### src/rtl/dqs_wseq_pkg.sv
// Shared types and nibble constants for the DQS write sequencer.
// Optional feature macro: DQS_WSEQ_SEAMLESS_EN (back-to-back bursts without POST/PRE gap).
package dqs_wseq_pkg;

  typedef enum logic [2:0] {
    IDLE    = 3'd0,
    PRE     = 3'd1,
    BURST   = 3'd2,
    POST    = 3'd3,
    DLY_LD  = 3'd4,
    DLY_SET = 3'd5
  } state_e;

  // Nibbles are bit0-first in time; each nibble covers two memory clocks.
  localparam logic [3:0] NIB_IDLE_D  = 4'b0000;
  localparam logic [3:0] NIB_IDLE_T  = 4'b1111;
  localparam logic [3:0] NIB_PRE_D   = 4'b0000;
  localparam logic [3:0] NIB_PRE_T   = 4'b0011;
  localparam logic [3:0] NIB_BURST_D = 4'b0101;
  localparam logic [3:0] NIB_BURST_T = 4'b0000;
  localparam logic [3:0] NIB_POST_D  = 4'b0000;
  localparam logic [3:0] NIB_POST_T  = 4'b1100;

  function automatic logic [3:0] nib_data(input state_e s);
    case (s)
      PRE:     return NIB_PRE_D;
      BURST:   return NIB_BURST_D;
      POST:    return NIB_POST_D;
      default: return NIB_IDLE_D;
    endcase
  endfunction

  function automatic logic [3:0] nib_tri(input state_e s);
    case (s)
      PRE:     return NIB_PRE_T;
      BURST:   return NIB_BURST_T;
      POST:    return NIB_POST_T;
      default: return NIB_IDLE_T;
    endcase
  endfunction

endpackage

### src/rtl/dqs_wseq_if.sv
// Bus bundle between the write controller (master) and the DQS sequencer (slave).
// Handshake: a write request is taken on any rising edge where wr_start=1 and
// wr_ready=1 in the same cycle; wr_start with wr_ready=0 is dropped. dly_wr is a
// single-cycle strobe with no back-pressure; dly_pending reports a deferred load.
interface dqs_wseq_if #(
  parameter int LEN_BITS = 4,
  parameter int DLY_BITS = 8
);
  import dqs_wseq_pkg::*;

  logic                wr_start;
  logic [LEN_BITS-1:0] wr_len;
  logic                wr_ready;
  logic                busy;
  logic [3:0]          dqs_data;
  logic [3:0]          dqs_tri;
  logic                dly_wr;
  logic [1:0]          dly_sel;
  logic [DLY_BITS-1:0] dly_val;
  logic                dly_pending;
  logic [DLY_BITS-1:0] dly_out;
  logic                ld_dly_data;
  logic                ld_dly_tri;
  logic                dly_set;
  state_e              dbg_state;

  modport master (
    output wr_start, wr_len, dly_wr, dly_sel, dly_val,
    input  wr_ready, busy, dqs_data, dqs_tri, dly_pending, dly_out,
           ld_dly_data, ld_dly_tri, dly_set, dbg_state
  );

  modport slave (
    input  wr_start, wr_len, dly_wr, dly_sel, dly_val,
    output wr_ready, busy, dqs_data, dqs_tri, dly_pending, dly_out,
           ld_dly_data, ld_dly_tri, dly_set, dbg_state
  );

endinterface

### src/rtl/dqs_wseq_dly_loader.sv
// Odelay load helper: holds a deferred load while the sequencer is not idle and
// emits the ld pulses (per select bit) followed one cycle later by the set pulse.
module dqs_dly_loader #(
  parameter int DLY_BITS = 8
) (
  input  logic                clk,
  input  logic                rst,
  input  logic                idle_i,
  input  logic                wr_start_i,
  input  logic                dly_wr_i,
  input  logic [1:0]          dly_sel_i,
  input  logic [DLY_BITS-1:0] dly_val_i,
  output logic                issue_o,
  output logic                pend_next_o,
  output logic                dly_pending_o,
  output logic [DLY_BITS-1:0] dly_out_o,
  output logic                ld_data_o,
  output logic                ld_tri_o,
  output logic                set_o
);

  logic                pend_q, pend_d;
  logic [1:0]          psel_q, psel_d;
  logic [DLY_BITS-1:0] pval_q, pval_d;
  logic [DLY_BITS-1:0] out_q, out_d;
  logic                ldd_q, ldd_d, ldt_q, ldt_d, set_q;
  logic                wr_new, issue_pend, issue_direct;
  logic [1:0]          iss_sel;

  // Decide between issuing a held load, issuing a fresh one, or latching it.
  // A fresh request arriving in the same cycle a held one issues is merged in.
  always_comb begin
    wr_new       = dly_wr_i && (dly_sel_i != 2'b00);
    issue_pend   = idle_i && pend_q;
    issue_direct = idle_i && !pend_q && wr_new && !wr_start_i;
    pend_d  = pend_q;
    psel_d  = psel_q;
    pval_d  = pval_q;
    out_d   = out_q;
    iss_sel = 2'b00;
    if (issue_pend) begin
      iss_sel = psel_q | (wr_new ? dly_sel_i : 2'b00);
      out_d   = wr_new ? dly_val_i : pval_q;
      pend_d  = 1'b0;
      psel_d  = 2'b00;
    end else if (issue_direct) begin
      iss_sel = dly_sel_i;
      out_d   = dly_val_i;
    end else if (wr_new) begin
      pend_d = 1'b1;
      psel_d = psel_q | dly_sel_i;
      pval_d = dly_val_i;
    end
    ldd_d = iss_sel[0];
    ldt_d = iss_sel[1];
  end

  // Pending latch, delay value register and pulse pipeline.
  always_ff @(posedge clk) begin
    if (rst) begin
      pend_q <= 1'b0;
      psel_q <= 2'b00;
      pval_q <= '0;
      out_q  <= '0;
      ldd_q  <= 1'b0;
      ldt_q  <= 1'b0;
      set_q  <= 1'b0;
    end else begin
      pend_q <= pend_d;
      psel_q <= psel_d;
      pval_q <= pval_d;
      out_q  <= out_d;
      ldd_q  <= ldd_d;
      ldt_q  <= ldt_d;
      set_q  <= ldd_q | ldt_q;
    end
  end

  assign issue_o       = issue_pend | issue_direct;
  assign pend_next_o   = pend_d;
  assign dly_pending_o = pend_q;
  assign dly_out_o     = out_q;
  assign ld_data_o     = ldd_q;
  assign ld_tri_o      = ldt_q;
  assign set_o         = set_q;

endmodule

### src/rtl/dqs_wseq.sv
// DQS write nibble sequencer (clk_div domain): preamble, BL8 toggle bursts,
// postamble, plus odelay load sequencing. Optional macro DQS_WSEQ_SEAMLESS_EN
// lets a new request be taken in the last burst cycle with no POST/PRE gap.
module dqs_wseq
  import dqs_wseq_pkg::*;
#(
  parameter int LEN_BITS = 4,
  parameter int DLY_BITS = 8
) (
  input  logic       clk,
  input  logic       rst,
  dqs_wseq_if.slave  bus
);

  localparam int CNT_W = LEN_BITS + 1;

  state_e           state_q, state_d;
  logic [CNT_W-1:0] cnt_q, cnt_d;
  logic             rdy_q, rdy_d, busy_q, busy_d;
  logic [3:0]       data_q, tri_q;
  logic             accept, issue, pend_next, idle;

  assign idle   = (state_q == IDLE);
  assign accept = bus.wr_start && rdy_q;

  dqs_dly_loader #(.DLY_BITS(DLY_BITS)) u_loader (
    .clk          (clk),
    .rst          (rst),
    .idle_i       (idle),
    .wr_start_i   (bus.wr_start),
    .dly_wr_i     (bus.dly_wr),
    .dly_sel_i    (bus.dly_sel),
    .dly_val_i    (bus.dly_val),
    .issue_o      (issue),
    .pend_next_o  (pend_next),
    .dly_pending_o(bus.dly_pending),
    .dly_out_o    (bus.dly_out),
    .ld_data_o    (bus.ld_dly_data),
    .ld_tri_o     (bus.ld_dly_tri),
    .set_o        (bus.dly_set)
  );

  // Next state and burst counter; counter holds (burst cycles - 1) and
  // the last BURST cycle is the one where it reads zero.
  always_comb begin
    state_d = state_q;
    cnt_d   = cnt_q;
    case (state_q)
      IDLE: begin
        if (issue) begin
          state_d = DLY_LD;
        end else if (accept) begin
          state_d = PRE;
          cnt_d   = {bus.wr_len, 1'b1};
        end
      end
      PRE:   state_d = BURST;
      BURST: begin
        if (cnt_q == '0) begin
`ifdef DQS_WSEQ_SEAMLESS_EN
          if (accept) begin
            cnt_d = {bus.wr_len, 1'b1};
          end else begin
            state_d = POST;
          end
`else
          state_d = POST;
`endif
        end else begin
          cnt_d = cnt_q - 1'b1;
        end
      end
      POST:    state_d = IDLE;
      DLY_LD:  state_d = DLY_SET;
      DLY_SET: state_d = IDLE;
      default: state_d = IDLE;
    endcase
    rdy_d = (state_d == IDLE) && !pend_next;
`ifdef DQS_WSEQ_SEAMLESS_EN
    rdy_d = rdy_d || ((state_d == BURST) && (cnt_d == '0));
`endif
    busy_d = (state_d == PRE) || (state_d == BURST) || (state_d == POST);
  end

  // State, counter and registered outputs.
  always_ff @(posedge clk) begin
    if (rst) begin
      state_q <= IDLE;
      cnt_q   <= '0;
      rdy_q   <= 1'b1;
      busy_q  <= 1'b0;
      data_q  <= NIB_IDLE_D;
      tri_q   <= NIB_IDLE_T;
    end else begin
      state_q <= state_d;
      cnt_q   <= cnt_d;
      rdy_q   <= rdy_d;
      busy_q  <= busy_d;
      data_q  <= nib_data(state_d);
      tri_q   <= nib_tri(state_d);
    end
  end

  assign bus.wr_ready  = rdy_q;
  assign bus.busy      = busy_q;
  assign bus.dqs_data  = data_q;
  assign bus.dqs_tri   = tri_q;
  assign bus.dbg_state = state_q;

endmodule
### src/flat_wrapper.sv
// flat-port wrapper written by rule: the top's interface ports become plain ports
module dqs_wseq_flat import dqs_wseq_pkg::*;
#(
  parameter int LEN_BITS = 4,
  parameter int DLY_BITS = 8
)
  (clk, rst, bus_wr_start, bus_wr_len, bus_dly_wr, bus_dly_sel, bus_dly_val, bus_wr_ready, bus_busy, bus_dqs_data, bus_dqs_tri, bus_dly_pending, bus_dly_out, bus_ld_dly_data, bus_ld_dly_tri, bus_dly_set, bus_dbg_state);
  dqs_wseq_if #(.LEN_BITS(LEN_BITS), .DLY_BITS(DLY_BITS)) bus_i ();
  input  logic clk;
  input  logic rst;
  input wire logic [$bits(bus_i.wr_start)-1:0] bus_wr_start;
  input wire logic [$bits(bus_i.wr_len)-1:0] bus_wr_len;
  input wire logic [$bits(bus_i.dly_wr)-1:0] bus_dly_wr;
  input wire logic [$bits(bus_i.dly_sel)-1:0] bus_dly_sel;
  input wire logic [$bits(bus_i.dly_val)-1:0] bus_dly_val;
  output wire logic [$bits(bus_i.wr_ready)-1:0] bus_wr_ready;
  output wire logic [$bits(bus_i.busy)-1:0] bus_busy;
  output wire logic [$bits(bus_i.dqs_data)-1:0] bus_dqs_data;
  output wire logic [$bits(bus_i.dqs_tri)-1:0] bus_dqs_tri;
  output wire logic [$bits(bus_i.dly_pending)-1:0] bus_dly_pending;
  output wire logic [$bits(bus_i.dly_out)-1:0] bus_dly_out;
  output wire logic [$bits(bus_i.ld_dly_data)-1:0] bus_ld_dly_data;
  output wire logic [$bits(bus_i.ld_dly_tri)-1:0] bus_ld_dly_tri;
  output wire logic [$bits(bus_i.dly_set)-1:0] bus_dly_set;
  output wire logic [$bits(bus_i.dbg_state)-1:0] bus_dbg_state;
  assign bus_i.wr_start = bus_wr_start;
  assign bus_i.wr_len = bus_wr_len;
  assign bus_i.dly_wr = bus_dly_wr;
  assign bus_i.dly_sel = bus_dly_sel;
  assign bus_i.dly_val = bus_dly_val;
  assign bus_wr_ready = bus_i.wr_ready;
  assign bus_busy = bus_i.busy;
  assign bus_dqs_data = bus_i.dqs_data;
  assign bus_dqs_tri = bus_i.dqs_tri;
  assign bus_dly_pending = bus_i.dly_pending;
  assign bus_dly_out = bus_i.dly_out;
  assign bus_ld_dly_data = bus_i.ld_dly_data;
  assign bus_ld_dly_tri = bus_i.ld_dly_tri;
  assign bus_dly_set = bus_i.dly_set;
  assign bus_dbg_state = bus_i.dbg_state;
  dqs_wseq #(.LEN_BITS(LEN_BITS), .DLY_BITS(DLY_BITS)) u_core (.clk(clk), .rst(rst), .bus(bus_i));
endmodule
### config.mk
export PLATFORM = sky130hd
export DESIGN_NAME = dqs_wseq_flat
export DESIGN_NICKNAME = d
export VERILOG_FILES = /design/src/rtl/dqs_wseq_pkg.sv /design/src/rtl/dqs_wseq_if.sv /design/src/rtl/dqs_wseq_dly_loader.sv /design/src/rtl/dqs_wseq.sv /design/src/flat_wrapper.sv
export SDC_FILE = /design/constraint.sdc
export NUM_CORES = 1
export LEC_CHECK = 0
export BUFFER_PORTS_ARGS = -buffer_cell sky130_fd_sc_hd__buf_2
export CORE_MARGIN = 2
export CORE_UTILIZATION = 42
export DETAILED_ROUTE_END_ITERATION = 8
export PLACE_DENSITY = 0.66
export REMOVE_ABC_BUFFERS = 1
export SYNTH_ARGS = -nofsm -noshare
export SYNTH_HDL_FRONTEND = slang
export SYNTH_SLANG_ARGS = --single-unit
### constraint.sdc
create_clock -name clk -period 5.1 [get_ports clk]
set_input_delay 0.765 -clock clk [delete_from_list [all_inputs] [get_ports clk]]
set_output_delay 0.765 -clock clk [all_outputs]
set_load 0.02 [all_outputs]
Word-level counts from Yosys, hierarchy flattened --
Index checks and enable logic that the tools add are counted.
Storage, ports and cells: flip-flop bits (word level) 40, output and inout port bits 25, logic and storage cells 70
Cells by class: add/subtract/negate cells 1, equality and inequality tests 9, mux-type cells 19, bitwise logic cells 6, reduce and logical (&&, ||, !) cells 22
Operator list (count):
- two-way mux 8 bit | 3
- two-way mux 5 bit | 3
- two-way mux 3 bit | 4
- one-hot mux 3 bit (4 select lines) | 1
- one-hot mux 4 bit (3 select lines) | 1
- one-hot mux 5 bit (2 select lines) | 1
- == test 3 x 2 -> 1 bit (second input constant) | 3
- logical AND 1 bit | 7
- == test 3 x 1 -> 1 bit (second input constant) | 2
- zero test 3 bit | 2
- two-way mux 2 bit | 3
- nonzero test 2 bit | 3
- zero test 5 bit | 1
- subtractor 5 x 1 -> 5 bit (second input constant) | 1
- != test 2 bit (second input constant) | 2
- OR 2 bit | 2
- AND reduction 2 bit | 2
- AND reduction 4 bit | 1
- == test 3 bit (second input constant) | 1
- zero test 1 bit | 3
- two-way mux 1 bit | 3
- logical OR 1 bit | 2
- != test 2 x 1 -> 1 bit (second input constant) | 1
- NOT 1 bit | 2
- 2 further kinds | 3

Longest topological paths before layout --
word-level depth 10, depth in mapped cells 7, mapped depth without buffers 6

By module --
From an unflattened synthesis, not the netlist that was laid out.
Second synthesis, totals: cells, all modules 187, area, all modules 1715.4 um^2
By module, submodules not included:
- dqs_dly_loader | times used 1, cells an instance 105, area an instance 978.4 um^2, seq. area each 440.4 um^2
- dqs_wseq | times used 1, cells an instance 82, area an instance 737.0 um^2, seq. area each 260.2 um^2

Worst setup path before layout --
OpenSTA, ideal clock, no wires.
kind input port to flip-flop, start in bus_dly_sel[1], end reg u_core.u_loader.psel_q[0], library setup time 0.133 ns, arrival 1.665 ns, required time 4.967 ns, path slack 3.302 ns, cell stages on the path 4, path through o21ai_0 > or4b_1 > a31oi_1 > nor3_1
On the way: cells in the longest elaborated chain, start to end 6
RTL lines:
- start: declaration | line flat_wrapper.sv:14 | input wire logic [$bits(bus_i.dly_sel)-1:0] bus_dly_sel;
- nonzero test 2 bit (*) | line dqs_wseq_dly_loader.sv:33 | wr_new = dly_wr_i && (dly_sel_i != 2'b00);
- logical AND 1 bit (*) | line dqs_wseq_dly_loader.sv:33
- logical AND 1 bit (2 in a row) | line dqs_wseq_dly_loader.sv:35 | issue_direct = idle_i && !pend_q && wr_new && !wr_start_i;
- NOT 1 bit (no source line)
- AND reduction 2 bit (no source line) (*)
- end signal: assignment | line dqs_wseq_dly_loader.sv:70 | psel_q <= psel_d;
- end: declaration | line dqs_wseq_dly_loader.sv:23 | logic [1:0] psel_q, psel_d;
Every way passes the cells marked *; elsewhere a longest branch is shown, timed or not. A chain may end at the register's enable or synchronous reset.

Worst setup path after layout --
start reg u_core.state_q[1] (netlist: u_core.bus.dbg_state[1]), end out bus_dbg_state[1]
RTL lines:
- start: declaration | line dqs_wseq.sv:17 | state_e state_q, state_d;
- start signal: assignment | line dqs_wseq.sv:95 | state_q <= state_d;
- end: declaration | line flat_wrapper.sv:25 | output wire logic [$bits(bus_i.dbg_state)-1:0] bus_dbg_state;
No word-level cell between the ends.

==> results.json <==
{
  "status": "finished clean",
  "first_pass_iters": 4,
  "r2r_cells": 4,
  "path_max_fanout": 17,
  "slowest_stage": "dfxtp_1",
  "min_period_ns": 2.04,
  "chipWidth_um": 65.5,
  "yosysUniqueCellTypes": 44,
  "arrival_ns": 1.28,
  "place_congestion": 0.739,
  "ys.flop_type": "dfxtp_1",
  "first_global_vias": 1152,
  "yosys.area_share.simple": 0.191,
  "final_util": 0.515,
  "async_flop_share": 0,
  "dieArea_um2": 4290,
  "fin_nets": 224,
  "synth_top_family_by_area": "compound AO/OA/AOI/OAI gates",
  "r2r-start": "u_core.bus.dbg_state[1]",
  "antenna_found_initial": 0,
  "fmax_ghz": 0.490,
  "clock_skew_ns": 0.00422,
  "coreArea_um2": 3660,
  "power_density_nw_per_um2": 457,
  "setup-tns-final_ns": 0,
  "routed_wl_um": 3250,
  "drive_gt1_frac": 0.284,
  "ctsResizeCount": 0,
  "yosys.area_share.xor_xnor": 0,
  "place_hpwl_um": 2210,
  "cts_tree": "done",
  "syn_area_per_cell_um2": 9.52,
  "grt_usage": 0.165,
  "drv_cap": 0,
  "synth_compound_area_frac": 0.207,
  "yosys-top-cells-area": "dfxtp_1 44%, mux2i_1 5.0%, nor2_1 5.0%, o221ai_1 4.4%, a21oi_1 3.8%",
  "routed-via-count": 1298,
  "holdBufCountCts": 0,
  "initial_core_util": 0.434,
  "r2r_setup_slack_ns": 3.21,
  "yosys.cell_count.top_type": "dfxtp_1",
  "grt_start_max_net_pins": 25,
  "synth_seq_cells": 35,
  "timing.rr.end": "u_core.u_loader.pval_q[2]",
  "cts_buffers": 5,
  "yosysWarnings": 0,
  "whs_ns": 0.442,
  "io_pins": 43,
  "syn_inst": 167,
  "worst-path-buf-inv": 1,
  "synth-seq-area-share": 0.441,
  "netlist_area_um2": 1590,
  "drc": 0,
  "clkSinkCount": 35,
  "relSlewSlack": 0.582,
  "ant_nets": 0,
  "hold_end": "u_core.u_loader.dly_out_o[0]",
  "ir_drop_v": 0.000173,
  "routedWlPerCell_um": 12.9,
  "die_h_um": 65.5,
  "worst_pin_slew_ns": 0.626,
  "final_cells": 252,
  "cp-start-kind": "flop",
  "drt-initial-drc-count": 58,
  "clkLatencyLatePin_ns": 0.28,
  "cpPeakStageDelay_ns": 0.72,
  "cts.path.max_buffers": 2,
  "fin_crit_sh": 0.401,
  "antenna_cells": 0,
  "rsz0062_at_grt": "false",
  "synth_edf_count": 0,
  "synthTopCellsByCount": "35 x dfxtp_1, 21 x nor2_1, 12 x a21oi_1",
  "muxShareOfSynthArea": 0.0646,
  "drv_slew": 0,
  "setup_violations": 0,
  "fillCellCount": 362,
  "synth_fa_ha_area_frac": 0.0220,
  "worstSetupPathType": "flop to output port",
  "synth_top_area_frac": 0.441,
  "design_area_um2": 1890,
  "htree_num_levels": 2,
  "overflow": 0,
  "worstPathCellList": "buf_2",
  "dp.cells": 245,
  "std_cell_rows": 22,
  "p_leak_nw": 0.773,
  "hold_start": "u_core.u_loader.dly_out_o[0]",
  "crit_required_ns": 4.34,
  "post_cts_buffers": 0,
  "place_ws_ns": 2.90,
  "worstHoldPathType": "flop to flop",
  "io_buffers": 40,
  "grt_pass1_wl_um": 5430,
  "clkSlewWorstSetupHoldPaths_ns": 0.07,
  "holdPathStages": 2,
  "syn2layout_area_growth_pct": 18.7,
  "vias_per_cell": 5.15,
  "crit_path_end_kind": "output port",
  "hold_viol_final": 0,
  "yosysTopAreaCell": "dfxtp_1",
  "setup_slack_ns": 3.06,
  "cts_root_buffer": "clkbuf_8",
  "placed_cell_area_um2": 1780,
  "crit_family": "flip-flops",
  "power_mw": 0.862
}
[worst max-delay path by stage]
stage | start | end | slack, ns | cells after the start
final | u_core.bus.dbg_state[1] | bus_dbg_state[1] | 3.06 | 1
after global routing | u_core.bus.dbg_state[1] | bus_dbg_state[1] | 2.96 | 1
after CTS | u_core.bus.dbg_state[1] | bus_dbg_state[1] | 3.06 | 1
after detailed placement | bus_dly_sel[1] | u_core.u_loader.dly_out_o[2] | 2.90 | 5
after global placement | bus_dly_sel[1] | u_core.u_loader.dly_out_o[2] | 2.96 | 5
after floorplan | bus_dly_sel[1] | u_core.u_loader.psel_q[0] | 3.31 | 4
[flip-flops by register name (all words and copies together), names as in the netlist]
name and cells:
u_core.bus.busy 1, u_core.bus.dbg_state 3, u_core.bus.dqs_data 1, u_core.bus.dqs_tri 2, u_core.bus.wr_ready 1, u_core.cnt_q 5
u_core.u_loader.dly_out_o 8, u_core.u_loader.dly_pending_o 1, u_core.u_loader.ld_data_o 1, u_core.u_loader.ld_tri_o 1, u_core.u_loader.psel_q 2, u_core.u_loader.pval_q 8
u_core.u_loader.set_o 1
[cells by family after synthesis]
family,after synthesis
buf+inv,23
mux,10
compound gates,46
fa+ha+maj,3
other cells,1
flops,35
simple gates,49
[final cells by class]
cell class,count,area (um2),area share
clock buffers,6,72.6,0.0385
multi-input cells,110,777,0.412
inverters,12,45.0,0.0239
well taps,48,60.1,0.0319
flip-flops and latches,35,701,0.372
clock inverters,1,30.0,0.0159
repair buffers,40,200,0.106
[where the power goes]
part | total (mW) | switching, mW | internal [mW]
logic | 0.260 | 0.151 | 0.109
registers | 0.366 | 0.0483 | 0.318
clock network | 0.236 | 0.0929 | 0.143
total | 0.862 | 0.292 | 0.570
[layout by cell type (no fill, tap or decap), types with 2 or more instances in the layout]
cell type,netlist,layout
a21oi_1,12,12
a22oi_1,2,2
a31oi_1,2,2
a32oi_1,2,2
and2_1,2,2
and4bb_2,2,2
buf_2,2,40
clkbuf_8,0,5
conb_1,1,2
dfxtp_1,35,35
ha_1,2,2
inv_1,11,11
mux2_2,2,2
mux2i_1,8,8
nand2_1,2,2
nor2_1,21,21
nor2b_1,4,4
nor3_1,6,6
o21ai_0,9,9
o221ai_1,8,8
o31ai_1,2,2
or4b_1,2,2
[metal layers]
layer | vias to the layer above | track usage | share of wire
met5 | - | 0 | 0
met4 | 0 | 0.0547 | 0.012
met3 | 4 | 0.0411 | 0.046
met2 | 30 | 0.272 | 0.45
met1 | 592 | 0.212 | 0.49
li1 | 672 | - | -
Note: power is estimated with default switching activity, not from simulation.
